--- src/rtl/seq_mult_controller.sv ---
// Moore control FSM for a shift-add sequential multiplier: issues Load/Add/Shift strobes and counts bits.
// Optional early termination when the remaining multiplier bits are all zero: define SEQ_MULT_EARLY_TERM_EN.
module seq_mult_controller #(
    parameter  int WIDTH = 8,
    localparam int CNT_W = $clog2(WIDTH + 1)
) (
    input  logic             clk,
    input  logic             rst,
    input  logic             Start,
    input  logic             q0,
    input  logic             q_zero,
    output logic             Load,
    output logic             Add,
    output logic             Shift,
    output logic             Busy,
    output logic             Done,
    output logic [CNT_W-1:0] bit_cnt,
    output logic [2:0]       fsm_state
);

    // Handshake: Start is a request taken only in IDLE (no queuing while Busy);
    // Done is a single-cycle completion pulse, after which IDLE may take a new Start.
    typedef enum logic [2:0] {
        S_IDLE  = 3'd0,
        S_LOAD  = 3'd1,
        S_EVAL  = 3'd2,
        S_ADD   = 3'd3,
        S_SHIFT = 3'd4,
        S_DONE  = 3'd5
    } state_t;

    state_t           state;
    state_t           state_next;
    logic [CNT_W-1:0] cnt;

    always_ff @(posedge clk) begin
        if (rst) begin
            state <= S_IDLE;
            cnt   <= '0;
        end else begin
            state <= state_next;
            if (state == S_LOAD) begin
                cnt <= '0;
            end else if (state == S_SHIFT) begin
                cnt <= cnt + CNT_W'(1);
            end
        end
    end

`ifndef SEQ_MULT_EARLY_TERM_EN
    logic unused_q_zero;
    assign unused_q_zero = q_zero;
`endif

    always_comb begin
        state_next = state;
        Load       = 1'b0;
        Add        = 1'b0;
        Shift      = 1'b0;
        Done       = 1'b0;
        case (state)
            S_IDLE: begin
                if (Start) state_next = S_LOAD;
            end
            S_LOAD: begin
                Load       = 1'b1;
                state_next = S_EVAL;
            end
            S_EVAL: begin
                // The datapath register was updated on the previous edge, so q0/q_zero are current here.
                if (cnt == CNT_W'(WIDTH)) begin
                    state_next = S_DONE;
`ifdef SEQ_MULT_EARLY_TERM_EN
                end else if (q_zero) begin
                    state_next = S_DONE;
`endif
                end else if (q0) begin
                    state_next = S_ADD;
                end else begin
                    state_next = S_SHIFT;
                end
            end
            S_ADD: begin
                Add        = 1'b1;
                state_next = S_SHIFT;
            end
            S_SHIFT: begin
                Shift      = 1'b1;
                state_next = S_EVAL;
            end
            S_DONE: begin
                Done       = 1'b1;
                state_next = S_IDLE;
            end
            default: state_next = S_IDLE;
        endcase
    end

    assign Busy      = (state != S_IDLE);
    assign bit_cnt   = cnt;
    assign fsm_state = state;

endmodule

--- config.mk ---
export PLATFORM = sky130hd
export DESIGN_NAME = seq_mult_controller
export DESIGN_NICKNAME = d
export VERILOG_FILES = /design/src/rtl/seq_mult_controller.sv
export SDC_FILE = /design/constraint.sdc
export NUM_CORES = 1
export LEC_CHECK = 0
export BUFFER_PORTS_ARGS = -buffer_cell sky130_fd_sc_hd__buf_2
export CAP_MARGIN = 20
export CORE_AREA = 2 2 39 41
export CTS_BUF_LIST = sky130_fd_sc_hd__clkbuf_4 sky130_fd_sc_hd__clkbuf_8
export DETAILED_ROUTE_END_ITERATION = 8
export DIE_AREA = 0 0 41 43
export HOLD_SLACK_MARGIN = 0.05
export MAX_ROUTING_LAYER = met4
export PLACE_DENSITY = 0.54
export REMOVE_ABC_BUFFERS = 1
export SKIP_LAST_GASP = 1
export SLEW_MARGIN = 30
export SYNTH_ARGS = -nofsm -noshare
export SYNTH_HDL_FRONTEND = slang
export SYNTH_SLANG_ARGS = --single-unit
--- constraint.sdc ---
create_clock -name clk -period 1.4 [get_ports clk]
set_clock_uncertainty 0.15 [all_clocks]
set_input_delay 0.14 -clock clk [delete_from_list [all_inputs] [get_ports clk]]
set_output_delay 0.14 -clock clk [all_outputs]
set_load 0.02 [all_outputs]
==> results.yml <==
run_status:
  run_status: "complete, but fails checks"
  violations: "negative setup slack"
synthesis:
  async_flop_share: 0
  syn_area_um2: 365.4
  synth_edf_count: 0
  syn_inst: 44
  yosysMostFrequentCell: "dfxtp_1"
  synth_area_leaders: "dfxtp_1 38%, ha_1 6.8%, nor3b_1 6.2%"
  seq_area_frac_synth: 0.3836
  synth_top_cells_by_count: "7 x dfxtp_1, 5 x nor2_1, 4 x inv_1, 4 x nand2_1"
  yosysTopAreaCell: "dfxtp_1"
  postSynthAreaPerCell_um2: 8.303
  synth_ff_type: "dfxtp_1"
  ys_ff_latch: 7
  synth_cell_types: 18
  ys_warn_count: 0
  synth_top_area_share: 0.3836
finish:
  final_nets: 84
  n_fill_cell: 141
  syn_to_final_growth_pct: 91.44
  final_layout_size_suffix_gt1_frac: 0.6579
  n_antenna_cell: 0
  final_cell_area_um2: 699.4
floorplan:
  die_h_um: 43
  die-area_um2: 1763
  rows: 14
  io_pins: 17
  start_util: 0.2640
  die_w_um: 41
  design.core.area_um2: 1384
flow_run:
  cap_viol_max_count: 0
grt:
  grt_pass1_vias: 385
  track_usage: 0.1256
  overflow: 0
  grt_max_degree: 10
  grt_antenna_before_repair: 0
  grt_pass1_wl_um: 1490
clock_tree:
  clock_latency_ps: 250
  cts_tree: "done"
  clock_sinks: 7
  cts_buffers: 3
  clk_pin_slew_worst_paths_ps: 50
  clock_path_buffers: 2
  htree_num_levels: 1
  root_buffer: "clkbuf_4"
pwr:
  finalPower_w: 0.0005874
  static-leakage-power_nw: 0.3097
  vdd_drop_max_v: 0.0006183
  powerDensity_nw_per_um2: 839.9
place:
  place_hpwl_um: 651.1
  port_buffers: 15
  gp_congestion: 0.6369
  place_area_um2: 498.0
critical_path:
  critPathCaptureType: "output pin"
  critical_path_class: "reg -> out"
  cp-start-kind: "register"
  crit_arrival_ps: 1190
  critPathMaxFanout: 6
  required_ps: 1110
sta:
  rsz0062_at_grt: "true"
  slew_headroom: 0.8314
  final.setup.worst_slack_ps: -82.97
  post-route-period-util: 1.059
  tightest_slew_ps: 249.3
  finalSetupViolations: 3
  fmax_mhz: 674.3
  fin_crit_ps: 1483
  hold_violations: 0
  holdWs_ps: 350.9
  report.final.slew_viol_count: 0
route:
  drtAntennaViolNets: 0
  wire_per_inst_um: 11.12
  viasPerCell: 4.641
  vias: 427
  first_pass_iters: 2
  drc: 0
  drt_iter0_markers: 1
  wirelength_um: 1023
worst_hold_path:
  hp-class: "reg -> reg"
cell families (layout without fill, tap and decap cells):
family                     Yosys count  count (layout)  share of synthesized area
and+or+nand+nor                     23              23                     0.3630
DFF                                  7               7                     0.3835
buffers and inverters                4              36                    0.04108
AOI/OAI and AO/OA                    6               6                    0.09588
xor gates and xnor gates             2               2                    0.04795
adders and majority gates            2               2                    0.06848
final cells by class:
type                    count  area (µm²)  area share
well taps                  16       20.02     0.02862
multi-input cells          33       265.3      0.3792
inverters                   4       17.52     0.02504
flip-flops and latches      7       147.6      0.2111
clock buffers               4       30.03     0.04293
repair buffers             28       219.0      0.3131
per-stage QoR:
stage | instances | util | worst slack (ps) | setup TNS [ps]
floorplan | 44 | - | -301.2 | -1437
global placement | 80 | 0.3599 | -27.82 | -29.19
detailed placement | 80 | 0.3599 | -19.59 | -27.14
CTS | 90 | 0.4485 | -94.12 | -158.6
global route | 92 | 0.5054 | -120.9 | -324.4
finish | 92 | 0.5054 | -82.97 | -151.4
sequential cells by signal (all words and copies together) (netlist names):
name       count
bit_cnt        4
fsm_state      3
what timing repair did:
item	in CTS	in global routing
hold buffers	3	0
hold endpoints to repair	3	0
pin swaps	3	5
setup buffers	3	3
setup endpoints to repair	7	10
gates resized for setup	14	21
metal layers:
layer	GRT usage	wire, µm
met5	-	0
met4	0.08000	0
met3	0.01571	56
met2	0.1813	537
met1	0.1581	430
power breakdown:
| part | switching (W) | internal (W) | leakage (nW) |
|---|---|---|---|
| clock network | 0.0000721 | 0.000128 | 0.0184 |
| logic | 0.0000848 | 0.0000905 | 0.232 |
| registers | 0.00000527 | 0.000207 | 0.0589 |
critical path, cell delays in order (launching register included):
cell     delay [ps]
dfxtp_2         320
buf_6           120
or3_4           380
buf_6           140
final timing paths:
kind / end / cells after the start / start / slack, ps
setup / recovery: Busy / 3 / fsm_state[0] / -80
hold / removal: bit_cnt[3] / 2 / bit_cnt[3] / 350
setup reg to reg: bit_cnt[3] / 3 / fsm_state[1] / 0
hold reg to reg: bit_cnt[3] / 2 / bit_cnt[3] / 350
cells in the final DEF (no fill, tap or decap), drive strengths merged, types with 2 or more instances in the layout:
cell type	netlist	final
nor2	5	5
a21oi	3	3
dlygate4sd3	0	3
nand2b	2	2
o21ai	2	2
nand2	4	4
nor3	2	2
clkbuf	0	4
dfxtp	7	7
or3	2	2
ha	2	2
nor3b	3	3
buf	0	25
inv	4	4
xnor2	2	2
Power figures use the tool's default switching activity.
